### config.mk
export PLATFORM = sky130hd
export DESIGN_NAME = usb_tx_arbiter
export DESIGN_NICKNAME = d
export VERILOG_FILES = /design/src/rtl/usb_tx_arbiter.sv
export SDC_FILE = /design/constraint.sdc
export NUM_CORES = 1
export LEC_CHECK = 0
export ABC_AREA = 1
export CORE_MARGIN = 3
export CORE_UTILIZATION = 35
export CTS_BUF_LIST = sky130_fd_sc_hd__clkbuf_16
export DETAILED_ROUTE_END_ITERATION = 10
export GPL_TIMING_DRIVEN = 0
export PLACE_DENSITY_LB_ADDON = 0.2
export SLEW_MARGIN = 30
export SYNTH_ARGS = -nofsm -noshare
export SYNTH_HDL_FRONTEND = slang
export SYNTH_SLANG_ARGS = --single-unit
### constraint.sdc
create_clock -name clk -period 3.3 [get_ports clk]
set_input_delay 0.495 -clock clk [delete_from_list [all_inputs] [get_ports clk]]
set_output_delay 0.495 -clock clk [all_outputs]
set_load 0.01 [all_outputs]
### src/rtl/usb_tx_arbiter.sv
// rtl/usb_tx_arbiter.sv - round-robin arbiter framing one requester byte per SYNC/CHAN/DATA/CHK frame
module usb_tx_arbiter #(
    parameter int          NREQ      = 4,
    parameter logic [7:0]  SYNC_BYTE = 8'hA5
) (
    input  logic              clk,
    input  logic              reset,
    input  logic              enable,
    input  logic [NREQ-1:0]   chan_mask,
    input  logic [NREQ-1:0]   req,
    input  logic [8*NREQ-1:0] req_data,
    output logic [NREQ-1:0]   ack,
    output logic [7:0]        tx_data,
    output logic              tx_valid,
    input  logic              tx_ready,
    output logic              busy,
    output logic [15:0]       frame_count
);

    localparam int LGW = $clog2(NREQ);

    typedef enum logic [2:0] {IDLE, SYNC, CHAN, DATA, CHK} state_t;

    state_t            state, state_n;
    logic [LGW-1:0]    last_grant, last_grant_n, grant_idx;
    logic              grant_found;
    logic [7:0]        data_r, data_n, chan_r, chan_n, tx_data_n;
    logic [NREQ-1:0]   elig, ack_n;
    logic              tx_valid_n, busy_n, xfer;
    logic [15:0]       frame_count_n;

    // Requester index 'step' places after 'base', wrapping at NREQ.
    function automatic logic [LGW-1:0] rr_index(input logic [LGW-1:0] base, input int step);
        int idx;
        idx = int'(base) + step;
        if (idx >= NREQ)
            idx = idx - NREQ;
        return LGW'(idx);
    endfunction

    assign elig = req & chan_mask & {NREQ{enable}};
    assign xfer = tx_valid & tx_ready;

    // Search starts just past the last winner so a held request waits at most NREQ frames.
    always_comb begin
        grant_found = 1'b0;
        grant_idx   = last_grant;
        for (int k = 1; k <= NREQ; k++) begin
            if (!grant_found && elig[rr_index(last_grant, k)]) begin
                grant_found = 1'b1;
                grant_idx   = rr_index(last_grant, k);
            end
        end
    end

    always_comb begin
        state_n       = state;
        last_grant_n  = last_grant;
        data_n        = data_r;
        chan_n        = chan_r;
        ack_n         = '0;
        tx_data_n     = tx_data;
        tx_valid_n    = tx_valid;
        busy_n        = busy;
        frame_count_n = frame_count;
        case (state)
            IDLE: begin
                if (grant_found) begin
                    ack_n[grant_idx] = 1'b1;
                    last_grant_n     = grant_idx;
                    data_n           = req_data[8*grant_idx +: 8];
                    chan_n           = 8'(grant_idx);
                    tx_data_n        = SYNC_BYTE;
                    tx_valid_n       = 1'b1;
                    busy_n           = 1'b1;
                    state_n          = SYNC;
                end
            end
            SYNC: if (xfer) begin
                tx_data_n = chan_r;
                state_n   = CHAN;
            end
            CHAN: if (xfer) begin
                tx_data_n = data_r;
                state_n   = DATA;
            end
            DATA: if (xfer) begin
                tx_data_n = SYNC_BYTE ^ chan_r ^ data_r;
                state_n   = CHK;
            end
            CHK: if (xfer) begin
                tx_data_n     = 8'h00;
                tx_valid_n    = 1'b0;
                busy_n        = 1'b0;
                frame_count_n = frame_count + 16'd1;
                state_n       = IDLE;
            end
            default: begin
                tx_data_n  = 8'h00;
                tx_valid_n = 1'b0;
                busy_n     = 1'b0;
                state_n    = IDLE;
            end
        endcase
    end

    always_ff @(posedge clk) begin
        if (reset) begin
            state       <= IDLE;
            last_grant  <= LGW'(NREQ - 1);
            data_r      <= 8'h00;
            chan_r      <= 8'h00;
            ack         <= '0;
            tx_data     <= 8'h00;
            tx_valid    <= 1'b0;
            busy        <= 1'b0;
            frame_count <= 16'h0000;
        end else begin
            state       <= state_n;
            last_grant  <= last_grant_n;
            data_r      <= data_n;
            chan_r      <= chan_n;
            ack         <= ack_n;
            tx_data     <= tx_data_n;
            tx_valid    <= tx_valid_n;
            busy        <= busy_n;
            frame_count <= frame_count_n;
        end
    end

endmodule

# Word-level counts from Yosys, hierarchy flattened
# Cells that the tools add are included.
# classes
mux,37
shift,1
add_sub_neg,9
n_lt_le_gt_ge,10
eq_ne,9
bitwise,8
reduce_logical,14
# ops
op,count
2-to-1 mux 8 bit,5
one-hot mux 8 bit (5 select lines),1
indexed part select 32 x 6 -> 8 bit,1
adder 16 x 1 -> 16 bit (second input constant),1
2-to-1 mux 2 bit,8
< comparator 2 x 3 -> 1 bit (second input constant),5
2-to-1 mux 3 bit,5
one-hot mux 3 bit (5 select lines),1
2-to-1 mux 1 bit,11
inequality test 2 bit (second input constant),5
greater-or-equal comparator 3 bit (second input constant),3
bitwise AND 4 bit,2
binary-select mux 1 bit (select 2 bit),4
subtractor 2 x 1 -> 2 bit (second input constant),4
XOR 8 bit,1
adder 2 x 2 -> 3 bit (second input constant),2
equality test 3 x 2 -> 1 bit (second input constant),2
OR reduction 3 bit,2
AND reduction 5 bit,1
adder 2 x 3 -> 4 bit (second input constant),1
greater-or-equal comparator 4 x 3 -> 1 bit (second input constant),1
logical AND 1 bit,4
inverter 1 -> 4 bit,1
AND reduction 2 bit,2
11 further kinds,15
# word_totals
regBits,44

# Depth between registers and ports, before layout
# depth
depth_word,19
mapped_depth,17
mapped_depth_nobuf,14

# Worst setup path after synthesis
# Ideal clock, no wire load.
# synth_path
kind,input to register
from,input enable
to,register tx_data[0]
path_stages,14
setup_ns,0.128
path_slack_ns,1.460
required_time_ns,3.172
arrival_time_ns,1.712
path_cell_list,buf_2 -> nand3_1 -> nand2_2 -> nand2_2 -> nand2_2 -> nand2_4 -> nand3_4 -> nor2_4 -> nand2_2 -> nand2_2 -> inv_2 -> buf_6 -> o21ai_1 -> nor2_1
# synth_between
elab_chain_cells,15
# synth_rtl
item,line,rtl
start: declaration,8,"input logic enable,"
bitwise AND 4 bit (*),41,assign elig = req & chan_mask & {NREQ{enable}};
binary-select mux 1 bit (select 2 bit),49,"if (!grant_found && elig[rr_index(last_grant, k)]) begin"
2-to-1 mux 1 bit (implied by the code),49,
2-to-1 mux 1 bit,49,
logical NOT 1 bit,49,
logical AND 1 bit,49,
2-to-1 mux 1 bit,49,
logical NOT 1 bit,49,
logical AND 1 bit,49,
2-to-1 mux 1 bit,49,
logical NOT 1 bit,49,
logical AND 1 bit,49,
2-to-1 mux 1 bit (*),49,
inequality test 2 bit (no source line) (*),-,
AND reduction 5 bit (no source line) (*),-,
end signal: assignment,124,tx_data <= tx_data_n;
end: declaration,13,"output logic [7:0] tx_data,"
# Mark *: on every way between the ends. The rest lies on a longest branch, timed or not. The select of a mux whose other input is x is not followed.
# A chain may end at the register's enable or synchronous reset.

# Final worst setup path
# layout_path
from,input tx_ready
to,register frame_count[14]
# layout_between
elab_chain_cells,2
# layout_rtl
item,line,rtl
start: declaration,15,"input logic tx_ready,"
bitwise AND 1 bit,42,assign xfer = tx_valid & tx_ready;
AND reduction 2 bit (no source line),-,
end signal: assignment,127,frame_count <= frame_count_n;
end: declaration,17,output logic [15:0] frame_count
# No other way between the ends.

==> flow_summary.toml <==
[outcome]
outcome = "finished, final reports clean"

[finish]
layout-drive-gt1-share_pct = 11.5
final_area_sq_um = 3730
diodes = 0
area_growth_pct = 36.7
instances_no_fill = 584
fillers = 740
layout_commonest_cell = "nand2_1"
fin_nets = 529
most-common-layout-cells = "nand2_1, clkdlybuf4s50_1, nor2_1, dfxtp_1, inv_1"

[sta]
hold_viol_final = 0
setup_viol = 0
finalCritPeriodShare_pct = 63.8
max_slew_margin_pct = 63.8
period_minus_slack_ns = 2.11
rsz0062_at_grt = "false"
layout_setup_ws_ns = 1.19
slew_violations = 0
fmax_mhz = 475
worst_pin_slew_ns = 0.538
finClkSkew_ns = 0.00170
setup_tns_ns = 0

[clock_tree]
cts.sinks = 44
cts_tree = "built"
cts-root-buf = "clkbuf_16"
insertion_delay_ns = 0.28
postCtsHoldBufs = 0
cts_resized = 0
post-cts-setup-buffers = 0
cts.path.max_buffers = 2
ctsHtreeMaxLevel = 2
numCtsBuffers = 5
clk_pin_slew_ns = 0.06

[floorplan]
start_util_pct = 36.8
io_pins = 74
fp.dieH_um = 94.3
coreArea_sq_um = 7410
rows = 31
die_w_um = 94.3
die_area_sq_um = 8890

[detailed_routing]
remaining_drc_errors = 0
post_drt_wl_per_cell_um = 11.8
drtIter0Drc = 117
via_per_inst = 4.73
final_antenna_net_count = 0
vias = 2762
routed_wl_um = 6870
drt-pass1-iter-count = 4

[yosys]
synth_nets = 451
synthArstFlopShare_pct = 0
synth_cell_types = 35
syn_inst = 406
synth_area_per_cell_sq_um = 6.72
synth.cell_area_sq_um = 2730
synth_seq_cells = 44
synth_top_area_share_pct = 32.3
synthTopCellsByArea = "dfxtp_1, nand2_1, nor2_1, inv_1, nand3_1"
yosysWarnings = 0
yosys.area.top_type = "dfxtp_1"
synth-edff-count = 0
synth_ff_type = "dfxtp_1"
ys_seq_area_share_pct = 32.3

[run]
max-cap-violations = 0

[place]
dp_hpwl_um = 5430
io_buffer_count = 71
dp_cells = 576
gp_congestion = 0.881
dp_slack_ns = 0.876
placed_area_sq_um = 3560

[global_routing]
antenna_found_initial = 0
grt_max_degree = 15
grt_pass1_wl_um = 11600
grt.total_usage_pct = 16.2
overflow = 0
grt_pass1_vias = 2534

[critical_path]
crit_required_ns = 3.48
path_class = "primary input to flip-flop"
critPathLaunchType = "primary input"
cp.arrival_ns = 2.29
critPathCaptureType = "flip-flop"
cp_max_fo = 7

[power_and_ir_drop]
power_per_cell_area_nw_per_um2 = 856
total_power_mw = 3.19
irDropWorstVdd_mv = 0.319
power.leakage_nw = 1.56

[hold_path]
worst_hold_path_type = "flip-flop to flip-flop"
==> through the flow <==
stage / hold slack [ns] / util, %
floorplan: 0.457 / -
global placement: 0.468 / 48.1
detailed placement: 0.470 / 48.1
CTS: 0.480 / 50.4
global route: 0.506 / 50.4
finish: 0.483 / 50.4
==> power by group <==
group          switching [mW]  internal (mW)  leakage, nW
logic                    1.16          0.745         1.12
registers              0.0673          0.659        0.360
clock network           0.202          0.355       0.0814
==> flip-flops by register name (all words and copies together) (netlist names) <==
name and count:
frame_count 16, data_r 8, tx_data 8, ack 4, state 3, chan_r 2
last_grant 2, busy 1
==> final timing paths <==
kind	endpoint	cells after the start	startpoint	slack [ns]
setup reg to reg	data_r[0]	13	last_grant[0]	1.35
hold reg to reg	tx_data[1]	2	tx_data[1]	0.48
hold / removal	tx_data[1]	2	tx_data[1]	0.48
setup / recovery	frame_count[14]	11	tx_ready	1.19
==> routing by layer <==
metal,global-route usage (%),wire (um),up-vias
met5,0,0,-
met4,3.97,85,0
met1,21.4,3270,1208
met3,3.29,359,6
li1,-,-,1476
met2,26.8,3160,72
==> logic make-up (layout without fill, tap and decap cells) <==
group / count (synthesis) / count (layout) / share of synthesized area, %
flip-flops: 44 / 44 / 32.3
adder cells (fa/ha/maj): 1 / 1 / 0.458
AND/OR/NAND/NOR: 244 / 244 / 44.4
XOR/XNOR: 1 / 1 / 0.321
AO/OA/AOI/OAI: 57 / 57 / 11.6
buffers and inverters: 59 / 138 / 10.9
==> Yosys cell counts (all sizes together), types with 4 or more instances <==
master,n
nand2,120
nor2,57
inv,45
dfxtp,44
nand3,37
a21oi,24
o21ai,21
buf,10
nor3,10
nand4,9
nand3b,8
o211ai,6
clkbuf,4
==> worst max-delay path, cell delays in order <==
cell and delay (ns):
clkdlybuf4s50_1 0.45, nand2_1 0.07, inv_1 0.08, nand3_2 0.15, nor2_1 0.21, nand2_1 0.11
nor2_1 0.19, nand3_1 0.16, nor2_1 0.16, a21oi_1 0.08, o21a_1 0.12
==> final cells by class <==
type / instances / area, sq um / share of cell area [%]
inverters: 45 / 174 / 4.66
clock buffers: 5 / 125 / 3.35
repair buffers: 71 / 711 / 19.0
multi-input cells: 303 / 1550 / 41.6
flip-flops and latches: 44 / 881 / 23.6
clock inverters: 3 / 42.5 / 1.14
plain buffers: 14 / 123 / 3.29
well taps: 99 / 124 / 3.32
Power figures use the tool's default switching activity.
==> edit: new RTL, same flow settings <==
The parameter `NREQ` goes from 4 to 2.
--- a/src/rtl/usb_tx_arbiter.sv
+++ b/src/rtl/usb_tx_arbiter.sv
@@ -1,5 +1,5 @@
 // rtl/usb_tx_arbiter.sv - round-robin arbiter framing one requester byte per SYNC/CHAN/DATA/CHK frame
 module usb_tx_arbiter #(
-    parameter int          NREQ      = 4,
+    parameter int          NREQ      = 2,
     parameter logic [7:0]  SYNC_BYTE = 8'hA5
 ) (
Interface: changed (resized ack, chan_mask, req and req_data); port bits go from 74 to 52. No check against the original RTL was run, so the function may have changed too.
==> edit against the unedited design <==
Wire length down 35%; synthesized area down 28%; sequential cell count down 4; combinational power down 73%; highest routed layer unchanged; register-to-register slack better by 0.47 ns; setup slack better by 0.33 ns; clock power down 18%; power down 51%; final area down 28%; via count down 29%; global-route usage down 1.2 points.
==> edit: results (changes against the unedited design) <==
stage	metric	value	unit	change
synth	most used flip-flop cell after synthesis	dfxtp_1		unchanged
global_routing	met1 GRT Util	0.178		was 0.214
timing	skew final	0.00298	ns	was 0.00170 ns
global_routing	met2 usage	0.259		was 0.268
placement	pre-CTS setup slack	1.30	ns	was 0.876 ns
drt	met1 wire length	2050	um	was 3270 um
min_path	Hold Path Class	flop to flop		unchanged
outcome	outcome	complete, no violations		unchanged
synth	top cells by area, synth	dfxtp_1 (41%), nand2_1 (16%), inv_1 (7.2%)		was dfxtp_1 (32%), nand2_1 (14%), nor2_1 (7.2%)
drt	Vias/cell	4.64		was 4.73
global_routing	first-pass GRT wire length	7750	um	was 11600 um
cts	setup bufs post-CTS	0		unchanged
finish	# fillers	575		was 740
cts	H-tree Lvls	2		unchanged
synth	share of synthesized registers carrying an async set or reset	0		unchanged
finish	largest registers	frame_count x16, data_r x8, tx_data x8		unchanged
synth	synthesized net count	321		was 451
drt	Vias	1964		was 2762
global_routing	GRT Util Overall	0.149		was 0.162
cts	clock latency at the later pin of the worst-skew pair	0.28	ns	about the same
cts	clk buf depth	2		unchanged
synth	Mapped Cells	296		was 406
global_routing	initial antenna violation count	0		unchanged
global_routing	largest net degree at the start of global routing	12		was 15
drt	1st-iter DRT viols	80		was 117
finish	fin nets	378		was 529
synth	register area share after synthesis	0.407		was 0.323
cts	post_cts resized	0		unchanged
finish	layout cells sized above 1	0.0765		was 0.115
placement	Placed Cells incl. Taps	416		was 576
placement	Post-Place Cell Area	2560	um2	was 3560 um2
timing	Period Utilization, post-route	0.538		was 0.638
setup_path	crit path max fanout	4		was 7
drt	Top Layer Used	met4		unchanged
pwr	leakage	1.10	nW	was 1.56 nW
drt	met3 routed WL	252	um	was 359 um
cts	Clock Pin Slew Worst Setup and Hold Paths	0.06	ns	about the same
global_routing	met3 usage	0.0510		was 0.0329
global_routing	vias in the first global route	1786		was 2534
drt	drt total wl	4470	um	was 6870 um
timing	Worst Tran Pin Value	0.515	ns	was 0.538 ns
placement	hpwl dp	3440	um	was 5430 um
finish	ant diodes	0		unchanged
cts	CTS Buf Count	5		unchanged
placement	port bufs	50		was 71
setup_path	Critical Path AT	1.28	ns	was 2.29 ns
synth	most frequent cells after synthesis	nand2_1 (86), dfxtp_1 (40), inv_1 (38)		was nand2_1 (104), nor2_1 (52), dfxtp_1 (44)
timing	Hold WS	0.455	ns	was 0.483 ns
placement	RD Place Congestion	0.760		was 0.881
drt	met2 routed wirelength	2140	um	was 3160 um
drt	DRT Pass-1 Iters	4		unchanged
setup_path	reg2reg setup slack	1.82	ns	was 1.35 ns
pwr	maximum vdd drop	0.308	mV	was 0.319 mV
cts	CTS Root Cell	clkbuf_16		unchanged
synth	total number of yosys warnings	0		unchanged
synth	Synth cell types	25		was 35
edit: cell types whose count changed after synthesis, sizes merged, moves of 4 or more:
cell    change
buf         -6
dfxtp       -4
nand2      -30
nand3      -22
nand3b      -7
nor2       -16
nor3        -9
o21ai       -5
edit: final timing paths:
| check | from | end | depth (start not counted) |
|---|---|---|---|
| worst max-delay path | busy$_SDFFE_PP0P_ | tx_valid | 2 |
| worst min-delay path | data_r[5]$_SDFFE_PP0P_ | data_r[5]$_SDFFE_PP0P_ | 2 |
| worst max register to register | frame_count[1]$_SDFFE_PP0P_ | frame_count[14]$_SDFFE_PP0P_ | 7 |
| worst min register to register | data_r[5]$_SDFFE_PP0P_ | data_r[5]$_SDFFE_PP0P_ | 2 |
edit: logic make-up after synthesis:
group                    share of synthesized area
AO/OA/AOI/OAI                                0.128
XOR/XNOR                                   0.00445
adder cells (fa/ha/maj)                    0.00635
buffers and inverters                       0.0997
flip-flops                                   0.407
AND/OR/NAND/NOR                              0.355
edit: power breakdown:
part	internal (mW)	switching, mW	total (mW)
Clock	0.272	0.185	0.457
Combinational	0.219	0.305	0.524
Sequential	0.542	0.0505	0.593
Total	1.03	0.541	1.57
edit: worst max-delay path: stages (launching register included):
cell and delay [ns]:
dfxtp_1 0.36, buf_4 0.12, clkdlybuf4s50_1 0.52
edit: cell type report:
type                    count  area (um2)  area share
well taps                  70        87.6      0.0325
repair buffers             50         500       0.186
plain buffers               6        35.0      0.0130
flip-flops and latches     40         801       0.298
inverters                  43         161      0.0600
clock buffers               5         125      0.0465
clock inverters             2        8.76     0.00325
multi-input cells         207         972       0.361
